File: src/rtl/add_tree_acc.sv
// Registered binary adder tree summing NUM_IN elements per beat, followed by a
// block accumulator that reports one total (with overflow flag) every ACC_LEN valid beats.
module add_tree_acc #(
  parameter int unsigned BIT_WIDTH = 14,
  parameter int unsigned NUM_IN    = 4,
  parameter int unsigned ACC_LEN   = 16,
  parameter int unsigned OUT_WIDTH = BIT_WIDTH + $clog2(NUM_IN) + $clog2(ACC_LEN),
  parameter bit          SATURATE  = 1'b1
) (
  input  logic                        clk,
  input  logic                        rst,
  input  logic                        clear,
  input  logic                        in_valid,
  input  logic [NUM_IN*BIT_WIDTH-1:0] elements,
  output logic                        out_valid,
  output logic [OUT_WIDTH-1:0]        sum_out,
  output logic                        sat_flag
);

  localparam int unsigned LV = $clog2(NUM_IN);
  localparam int unsigned TW = BIT_WIDTH + LV;
  localparam int unsigned SW = ((OUT_WIDTH > TW) ? OUT_WIDTH : TW) + 1;
  localparam int unsigned CW = (ACC_LEN > 1) ? $clog2(ACC_LEN) : 1;

  // Level k holds NUM_IN>>k partial sums, each one bit wider than level k-1.
  for (genvar k = 1; k <= LV; k++) begin : lv
    localparam int unsigned N = NUM_IN >> k;
    localparam int unsigned W = BIT_WIDTH + k;

    logic [W-2:0] a [2*N];
    logic [W-1:0] s [N];
    logic         v;

    if (k == 1) begin : src
      for (genvar j = 0; j < 2*N; j++) begin : el
        assign a[j] = elements[j*BIT_WIDTH +: BIT_WIDTH];
      end
      always_ff @(posedge clk or posedge rst) begin
        if (rst) v <= 1'b0;
        else     v <= in_valid & ~clear;
      end
    end else begin : src
      for (genvar j = 0; j < 2*N; j++) begin : el
        assign a[j] = lv[k-1].s[j];
      end
      always_ff @(posedge clk or posedge rst) begin
        if (rst) v <= 1'b0;
        else     v <= lv[k-1].v & ~clear;
      end
    end

    always_ff @(posedge clk) begin
      for (int unsigned i = 0; i < N; i++) begin
        s[i] <= {1'b0, a[2*i]} + {1'b0, a[2*i+1]};
      end
    end
  end

  logic [TW-1:0] tree;
  logic          tree_v;

  assign tree   = lv[LV].s[0];
  assign tree_v = lv[LV].v;

  logic [OUT_WIDTH-1:0] acc;
  logic [OUT_WIDTH-1:0] acc_nxt;
  logic [CW-1:0]        cnt;
  logic                 ovf;
  logic                 ovf_now;
  logic                 ovf_nxt;
  logic                 last;
  logic [SW-1:0]        total;

  // Sum is formed wide enough to hold both operands plus carry, so a tree
  // result wider than OUT_WIDTH is caught by the same overflow test.
  always_comb begin
    total   = SW'(acc) + SW'(tree);
    ovf_now = |total[SW-1:OUT_WIDTH];
    ovf_nxt = ovf | ovf_now;
    acc_nxt = (SATURATE && ovf_nxt) ? '1 : total[OUT_WIDTH-1:0];
    last    = (cnt == CW'(ACC_LEN - 1));
  end

  always_ff @(posedge clk or posedge rst) begin
    if (rst) begin
      acc       <= '0;
      cnt       <= '0;
      ovf       <= 1'b0;
      out_valid <= 1'b0;
      sum_out   <= '0;
      sat_flag  <= 1'b0;
    end else if (clear) begin
      acc       <= '0;
      cnt       <= '0;
      ovf       <= 1'b0;
      out_valid <= 1'b0;
    end else begin
      out_valid <= 1'b0;
      if (tree_v) begin
        if (last) begin
          sum_out   <= acc_nxt;
          sat_flag  <= ovf_nxt;
          out_valid <= 1'b1;
          acc       <= '0;
          cnt       <= '0;
          ovf       <= 1'b0;
        end else begin
          acc <= acc_nxt;
          cnt <= cnt + CW'(1);
          ovf <= ovf_nxt;
        end
      end
    end
  end

endmodule

File: config.mk
export PLATFORM = sky130hd
export DESIGN_NAME = add_tree_acc
export DESIGN_NICKNAME = d
export VERILOG_FILES = /design/src/rtl/add_tree_acc.sv
export SDC_FILE = /design/constraint.sdc
export NUM_CORES = 1
export LEC_CHECK = 0
export CORE_ASPECT_RATIO = 2
export CORE_MARGIN = 4
export CORE_UTILIZATION = 47
export DETAILED_ROUTE_END_ITERATION = 8
export GPL_TIMING_DRIVEN = 0
export PLACE_DENSITY_LB_ADDON = 0.05
export SLEW_MARGIN = 20
export SYNTH_ARGS = -nofsm -noshare
export SYNTH_HDL_FRONTEND = slang
export SYNTH_SLANG_ARGS = --single-unit
File: constraint.sdc
create_clock -name clk -period 4.3 [get_ports clk]
set_input_delay 0.645 -clock clk [delete_from_list [all_inputs] [get_ports clk]]
set_output_delay 0.645 -clock clk [all_outputs]
set_load 0.03 [all_outputs]
==> results by group, run 1 <==
Die
  – Ports: 82
  – Core ar.: 0.0121 sq mm
  – Rows: 57
  – Initial core utilization: 47.8%
  – Die area: 0.0142 sq mm
  – Die Height: 165 microns
  – Die X: 86.3 microns

Pwr
  – Combinational power share: 41.0%
  – Clk pwr share: 24.1%
  – PD cells: 444 mW/mm^2
  – Pint: 0.00202 W
  – Net Switching: 0.00112 W
  – IR drop worst, VDD: 0.244 mV
  – Switching Fraction: 35.6%
  – Reg power frac: 35.0%
  – Leak: 3.11 nW

Logic synthesis
  – Compound-cell area share of the yosys netlist: 23.3%
  – Synthesized area per cell: 9.12 sq um
  – Synth Instances: 632
  – Yosys top cell by area: dfrtp_1
  – Post-Synthesis Cell Area: 0.00576 sq mm
  – Share of the synthesized area in the top cell type: 21.3%
  – Post-synthesis simple-gate area fraction: 14.8%
  – Asr flop ratio synth: 51.6%
  – Largest family of logic cells by synthesized area: compound AO/OA/AOI/OAI gates
  – Post-synth EDFFs: 0
  – Synth warnings: 0
  – Main synth FF type: dfrtp_1
  – Multiplexer share of the synthesized area: 0.782%
  – Synth Area in Adders: 14.4%
  – Synth area leaders: dfrtp_1 21%, dfxtp_1 16%, ha_1 13%
  – Seq/Total Area, Yosys: 37.3%
  – Post-Synth XOR/XNOR Area: 6.54%
  – Synth Register Bits: 95
  – Unique masters post-synth: 63
  – Syn_nets: 756

Timing
  – Setup ws final: 1450 ps
  – Clock Skew: 8.05 ps
  – Slew @ Worst Pin: 824 ps
  – TNS Setup: 0 ps
  – RSZ-0062 raised after global routing: no
  – Number of setup violations in the final report: 0
  – Fmax: 0.351 GHz
  – Slew Limit Headroom: 44.4%
  – Endpoints failing hold: 0
  – Min Tclk post-route: 2850 ps
  – Period utilization: 66.3%
  – Pins Over Slew Limit: 0

Worst setup path
  – Flop2flop setup slack: 1560 ps
  – Setup CP Type: input port to flop
  – Critical Path Start: elements[14]
  – End of the critical path: lv[1].s[0][14]
  – R2R depth: 9
  – Worst EP required: 4580 ps
  – Crit Path Max Fanout: 3
  – Startpoint class of the critical path: input port
  – Worst setup EP type: flop
  – Critical R2R Capture: acc[6]
  – Worst EP arrival: 3130 ps
  – Reg-to-reg startpoint: acc[0]

Finish
  – Layout area overhead: 22.5%
  – Diode count: 0
  – Layout cells sized above 1: 5.08%
  – Final nets: 848
  – Commonest non-fill, non-tap cells in the layout: 80 x clkdlybuf4s50_1, 63 x a21oi_1, 61 x nor2_1, 60 x ha_1, 49 x dfrtp_1
  – Post-Layout Inst Area: 0.00706 sq mm
  – Most common cell after layout, fill and taps aside: clkdlybuf4s50_1

Clocking
  – Clock buffer depth: 2
  – Setup Buffers After CTS: 0
  – Htree depth: 3
  – Root buffer cell: clkbuf_16
  – CTS tree: yes
  – CTS Sinks: 95
  – Worst-Skew Late Latency: 340 ps
  – CTS Buf Count: 9
  – Reg clk slew, reported paths: 60 ps
  – CTS resizes: 0
  – CTS hold repair buffers: 0

Drt
  – Via count: 5008
  – Vias per cell: 5.72
  – Final wirelength: 13700 microns
  – # DRC: 0
  – ANT nets after route: 0
  – DRT iter0 DRCs: 176
  – Routed WL per cell: 15.7 microns
  – DRT Pass-1 Iters: 4

Flow run
  – MaxCap Viol Count: 0

Global route
  – Initial antenna violation count: 0
  – First-pass GRT wire length: 22900 microns
  – Vias in the first global route: 5103
  – Pin count of the biggest net entering global routing: 30
  – Gr usage total: 20.2%
  – Total gr overflow: 0

Placement
  – Setup slack after placement: 1080 ps
  – Placed cell area: 0.00677 sq mm
  – GP Congestion: 0.943
  – I/O Buffers: 80
  – Hpwl dp: 11400 microns

Min path
  – Hold Crit Class: flop to flop
  – WHS Path Cells: 1

Run status
  – Outcome: finished, final reports clean
==> logic make-up (layout without fill, tap and decap cells) <==
logic type	Yosys count	count (layout)
AOI/OAI and AO/OA	201	201
xor gates and xnor gates	43	43
adders and majority gates	64	64
buffers and inverters	42	139
DFF	95	95
muxes	4	4
and+or+nand+nor	183	183
==> state kept, by name, summed over array words and instances, names as in the netlist <==
signal     flops
lv.s          46
acc           20
sum_out       20
cnt            4
lv.v           2
out_valid      1
ovf            1
sat_flag       1
==> power groups by stage <==
stage          Combinational [W]  Sequential [W]  Clock (W)
2_1_floorplan           0.000993         0.00110          0
3_3_place_gp             0.00124         0.00111          0
3_5_place_dp             0.00128         0.00111          0
4_1_cts                  0.00129         0.00110   0.000768
5_1_grt                  0.00145         0.00111   0.000798
6_report                 0.00129         0.00110   0.000754
==> synthesized netlist by cell type (all sizes together), types with 2 or more instances <==
cell type  number
a21oi          66
nor2           61
ha             60
dfrtp          49
nand2          47
dfxtp          46
o21ai          34
xnor2          30
inv            25
a21o           15
nand3          15
a31oi          14
nor3           14
xor2           13
clkbuf         12
nor2b          10
a211oi          9
nand2b          8
nand4           8
o211ai          7
o21a            7
o22ai           6
a2111oi         5
and3            5
buf             5
a21boi          4
a221o           4
and2            4
fa              4
nor4            4
a211o           3
mux2i           3
o21bai          3
o22a            3
o311ai          3
o41ai           3
a22o            2
o2111ai         2
o31ai           2
or2             2
==> per-stage QoR <==
| step | std cells | util (%) | power (W) | hold WS [ps] |
|---|---|---|---|---|
| floorplan | 632 | - | 0.00209 | 420 |
| global placement | 859 | 56.0 | 0.00235 | 434 |
| detailed placement | 860 | 56.2 | 0.00239 | 431 |
| CTS | 876 | 58.6 | 0.00315 | 453 |
| global route | 876 | 58.6 | 0.00336 | 470 |
| finish | 876 | 58.6 | 0.00314 | 449 |
==> layer usage <==
metal	wire length (microns)	track usage, %
met1	4760	18.3
met5	0	0
met4	484	9.29
met3	315	2.10
met2	8190	42.4
==> area by class of cell <==
class                   instances  area (sq um)
repair buffers                 81           828
inverters                      25          93.8
plain buffers                  17          76.3
flip-flops and latches         95          2150
clock inverters                 4          30.0
fillers                      1087          4990
multi-input cells             495          3440
well taps                     147           184
clock buffers                  12           256
==> worst max-delay path: stages <==
cell and delay (ps):
clkdlybuf4s50_1 480, ha_1 170, inv_1 50, fa_1 400, nor2b_1 130, o21ai_0 100, a21boi_0 410, o21ai_0 230
a211o_1 370, a21oi_1 130
==> how the worst min path moves through the flow <==
stage / start / to / slack [ps]
6_report: lv[1].s[0][15] / lv[2].s[0][0] / 450
3_5_place_dp: lv[1].s[0][15] / lv[2].s[0][0] / 430
5_1_grt: lv[1].s[0][15] / lv[2].s[0][0] / 470
4_1_cts: lv[1].s[0][15] / lv[2].s[0][0] / 450
3_3_place_gp: lv[1].s[0][15] / lv[2].s[0][0] / 430
2_1_floorplan: lv[1].s[0][15] / lv[2].s[0][0] / 420
(Power assumes the default switching activity.)
==> run 2: changes to the inputs <==
clock period = 2.5 ns   (was 4.3 ns; I/O delays follow)
==> run 2 against run 1 <==
Effect of this change: the run now ends with setup timing left; clock skew up 0.55 ps; design area grew 5.3%; wire length up 2.5%.
==> results by group, run 2 (synthesis results as in run 1) <==
Run status
  – Outcome: finished, violations left
  – Failing checks: setup timing

Worst setup path
  – Worst setup EP type: flop
  – Startpoint class of the critical path: flop
  – Critical path's slowest cell: dfrtp_1
  – Buf+Inv Stages, Crit Path: 2
  – Largest stage delay, worst path: 410 ps
  – Worst EP required: 2700 ps
  – Crit path cell chain: ha_4, fa_2, a21o_4, a221o_2, a31oi_4, buf_12, o211ai_4, buf_8, nor2_4, o21ai_1
  – Crit Path Max Fanout: 5
  – Crit-path leading delay family: compound AO/OA/AOI/OAI gates
  – Setup CP Type: flop to flop
  – Worst EP arrival: 2730 ps

Die
  – Core ar.: 0.0121 sq mm
  – Die Height: 165 microns
  – Ports: 82
  – Die X: 86.3 microns
  – Rows: 57
  – Die area: 0.0142 sq mm
  – Initial core utilization: 47.8%

Drt
  – Routed WL per cell: 16.0 microns
  – DRT Pass-1 Iters: 4
  – DRT iter0 DRCs: 178
  – Vias per cell: 5.72
  – Via count: 5048
  – Final wirelength: 14100 microns
  – # DRC: 0
  – ANT nets after route: 0

Placement
  – Hpwl dp: 11400 microns
  – I/O Buffers: 80
  – GP Congestion: 0.943

Clocking
  – CTS tree: yes
  – Htree depth: 3
  – Root buffer cell: clkbuf_16
  – CTS Buf Count: 9
  – Worst-Skew Late Latency: 340 ps
  – Clock buffer depth: 2
  – CTS Sinks: 95
  – Reg clk slew, reported paths: 60 ps

Timing
  – Fmax: 0.395 GHz
  – Setup ws final: -29.8 ps
  – Number of setup violations in the final report: 10
  – RSZ-0062 raised after global routing: yes
  – Slew @ Worst Pin: 710 ps
  – Endpoints failing hold: 0
  – Clock Skew: 8.60 ps
  – Period utilization: 101%
  – Hold_ws: 435 ps
  – Pins Over Slew Limit: 0
  – TNS Setup: -134 ps
  – Slew Limit Headroom: 52.7%
  – Min Tclk post-route: 2530 ps

Pwr
  – PD cells: 761 mW/mm^2
  – Leak: 3.22 nW
  – Tot Pwr: 0.00566 W
  – IR drop worst, VDD: 0.432 mV

Finish
  – Diode count: 0
  – Top Registers: lv.s x46, acc x20, sum_out x20
  – Fin util: 61.7%
  – Commonest non-fill, non-tap cells in the layout: 80 x clkdlybuf4s50_1, 59 x ha_1, 57 x a21oi_1, 51 x nor2_1, 49 x dfrtp_1
  – Most common cell after layout, fill and taps aside: clkdlybuf4s50_1
  – Final nets: 855
  – Layout area overhead: 29.0%
  – Layout cells sized above 1: 11.1%
  – Largest Register: lv.s
  – Max reg flops: 46

Global route
  – Initial antenna violation count: 0
  – First-pass GRT wire length: 23000 microns
  – Total gr overflow: 0
  – Vias in the first global route: 5165
  – Gr usage total: 20.4%
  – Pin count of the biggest net entering global routing: 30

Min path
  – Hold Crit Class: input port to flop

Flow run
  – MaxCap Viol Count: 0
## run 2: cell count changes in the layout (fill, tap and decap cells not counted), sizes merged
cell    before  now
clkbuf      24   23
buf          6   14
## run 2: final cells by class
class                           instances  area [sq um]
Tap cell                              147           184
Sequential cell                        95          2150
Multi-Input combinational cell        495          3720
Clock buffer                           12           256
Buffer                                 16          77.6
Timing Repair Buffer                   89           925
Clock inverter                          4          30.0
Inverter                               25          93.8
Fill cell                            1037          4620
## run 2: routing by layer
metal	share of wire [%]	vias to the layer above	GRT usage (%)
li1	-	2515	-
met1	34	2397	18.2
met2	60	106	42.7
met3	2.6	30	2.20
met4	3.8	0	10.4
met5	0	-	0
## run 2: path summary, 6_finish.rpt
check,startpoint,end,slack (ps),depth (start not counted)
min in group asynchronous,rst,lv[1].v,440,2
min,clear,cnt[1],430,2
max,acc[0],acc[6],-30,10
min reg2reg,lv[1].s[0][15],lv[2].s[0][0],450,1
max in group asynchronous,rst,sum_out[11],1530,3
max reg2reg,acc[0],acc[6],-30,10
## run 2: where the power goes
part	internal [W]	switching, W	leakage [nW]
Sequential	0.00179	0.0000943	1.07
Clock	0.000731	0.000574	0.139
Combinational	0.00108	0.00139	2.01
## run 2: per-stage QoR
step / std cells / cell area (sq um) / setup slack [ps]
2_1_floorplan: 632 / 5760 / 22.6
3_3_place_gp: 859 / 6750 / -430
3_5_place_dp: 860 / 6770 / -449
4_1_cts: 882 / 7250 / -44.3
5_1_grt: 883 / 7430 / -140
6_report: 883 / 7430 / -29.8
## run 2: what timing repair did
item	CTS	global route
endpoints found under the setup margin	44	44
pin swaps	15	19
hold buffers	0	0
buffers inserted	5	2
cloned	1	0
gates resized for setup	39	31
hold endpoints to repair	0	0
==> run 3: changes to the inputs <==
CAP_MARGIN = 20   (was default)
MAX_ROUTING_LAYER = met4   (was default)
==> run 3 against run 2 <==
Effect of this change: the flow still finishes with violations (setup timing); clock skew grew 1.8 ps; clock power shrank 3%; first-iteration DRC count shrank 10%; fmax shrank 1.1%; sequential cell count is the same.
==> results by group, run 3 (synthesis results as in run 1) <==
Clocking
  – CTS tree: yes
  – CTS Buf Count: 9
  – CTS Sinks: 95
  – Reg clk slew, reported paths: 70 ps
  – Clock buffer depth: 2
  – Htree depth: 3
  – Worst-Skew Late Latency: 340 ps
  – Root buffer cell: clkbuf_16
  – CTS hold repair buffers: 0

Worst setup path
  – R2R depth: 9
  – Reg-to-reg startpoint: acc[0]
  – Flop2flop setup slack: -60 ps
  – Setup CP Type: flop to flop
  – Worst setup EP type: flop
  – Worst EP required: 2730 ps
  – Startpoint class of the critical path: flop
  – Worst EP arrival: 2780 ps
  – Critical R2R Capture: acc[14]
  – Crit Path Max Fanout: 5

Run status
  – Outcome: finished, violations left
  – Failing checks: setup timing

Die
  – Die X: 86.3 microns
  – Initial core utilization: 47.8%
  – Die area: 0.0142 sq mm
  – Ports: 82
  – Die Height: 165 microns
  – Core ar.: 0.0121 sq mm
  – Rows: 57

Finish
  – Most common cell after layout, fill and taps aside: clkdlybuf4s50_1
  – Commonest non-fill, non-tap cells in the layout: 80 x clkdlybuf4s50_1, 59 x a21oi_1, 59 x ha_1, 51 x nor2_1, 49 x dfrtp_1
  – Final nets: 856
  – Largest Register: lv.s
  – Post-Layout Inst Area: 0.00738 sq mm
  – Diode count: 0
  – Layout area overhead: 28.1%
  – Max reg flops: 46
  – Fin util: 61.2%
  – Layout cells sized above 1: 10.6%
  – Top Registers: lv.s x46, acc x20, sum_out x20

Drt
  – ANT nets after route: 0
  – Final wirelength: 14300 microns
  – Via count: 5081
  – DRT iter0 DRCs: 160
  – DRT Pass-1 Iters: 4
  – Routed WL per cell: 16.2 microns
  – Vias per cell: 5.75
  – # DRC: 0

Placement
  – GP Congestion: 0.959
  – Hpwl dp: 11400 microns
  – Placed cell area: 0.00677 sq mm
  – I/O Buffers: 80

Pwr
  – IR drop worst, VDD: 0.552 mV
  – Net Switching: 0.00205 W
  – Clk pwr share: 22.5%
  – Combinational power share: 43.9%
  – Switching Fraction: 36.4%
  – Reg power frac: 33.6%
  – Pint: 0.00358 W
  – PD cells: 762 mW/mm^2
  – Leak: 3.20 nW

Timing
  – Slew @ Worst Pin: 726 ps
  – Fmax: 0.391 GHz
  – Setup ws final: -56.8 ps
  – Period utilization: 102%
  – RSZ-0062 raised after global routing: yes
  – Slew Limit Headroom: 51.6%
  – Number of setup violations in the final report: 25
  – Clock Skew: 10.4 ps
  – Hold_ws: 361 ps
  – Min Tclk post-route: 2560 ps
  – Endpoints failing hold: 0
  – Pins Over Slew Limit: 0

Global route
  – First-pass GRT wire length: 23400 microns
  – Total gr overflow: 0
  – Pin count of the biggest net entering global routing: 30
  – Gr usage total: 21.4%
  – Vias in the first global route: 5201
  – Initial antenna violation count: 0

Flow run
  – MaxCap Viol Count: 0

Min path
  – Hold Crit Class: input port to asynchronous set/reset pin
==> run 3: cell count changes in the layout (fill, tap and decap cells not counted), sizes merged <==
cell      before  now
clkinvlp       1    2
==> run 3: timing repair <==
item                                    in CTS  in global routing
pin swaps                                   14                 13
hold endpoints to repair                     0                  0
endpoints found under the setup margin      44                 45
gates resized for setup                     41                 29
gates cloned                                 1                  0
buffers inserted                             6                  2
==> run 3: metal layers <==
metal	GRT usage, %	up-vias	share of wire [%]
met1	18.9	2431	34
met3	2.25	34	2.4
met2	42.7	99	59
met5	-	-	0
li1	-	2517	-
met4	11.1	0	4.3
==> run 3: worst max-delay path by stage <==
stage	start	endpoint	slack, ps
finish	acc[0]	acc[14]	-60
global route	acc[0]	acc[14]	-150
CTS	acc[0]	sum_out[18]	-50
detailed placement	elements[14]	lv[1].s[0][14]	-460
global placement	elements[0]	lv[1].s[0][14]	-430
floorplan	acc[0]	acc[14]	20
==> run 3: power by group through the flow <==
stage / registers [W] / clock network (W) / logic (W)
final: 0.00189 / 0.00126 / 0.00247
after detailed placement: 0.00192 / 0 / 0.00220
after global routing: 0.00191 / 0.00133 / 0.00277
after floorplan: 0.00189 / 0 / 0.00171
after global placement: 0.00191 / 0 / 0.00214
after CTS: 0.00189 / 0.00129 / 0.00236
==> run 3: final cells by class <==
class / instances / area [sq um]
repair buffers: 89 / 908
clock inverters: 5 / 33.8
well taps: 147 / 184
flip-flops and latches: 95 / 2150
inverters: 25 / 93.8
plain buffers: 17 / 80.1
multi-input cells: 495 / 3690
clock buffers: 11 / 243
fillers: 1061 / 4670
==> run 3: critical path, cell delays in order (launching register included) <==
cell      delay, ps
dfrtp_1         410
ha_4            180
fa_2            350
a21o_4          210
a221o_2         370
a31oi_4         210
buf_12          150
o211ai_4        150
o21bai_1        210
a22o_1          200
==> run 3: stage by stage <==
stage	TNS [ps]	total power [W]	cells	setup slack, ps
6_report	-606	0.00563	884	-56.8
5_1_grt	-4050	0.00601	884	-147
4_1_cts	-499	0.00553	883	-50.5
3_5_place_dp	-11220	0.00412	860	-461
3_3_place_gp	-10600	0.00405	859	-430
2_1_floorplan	0	0.00360	632	22.6
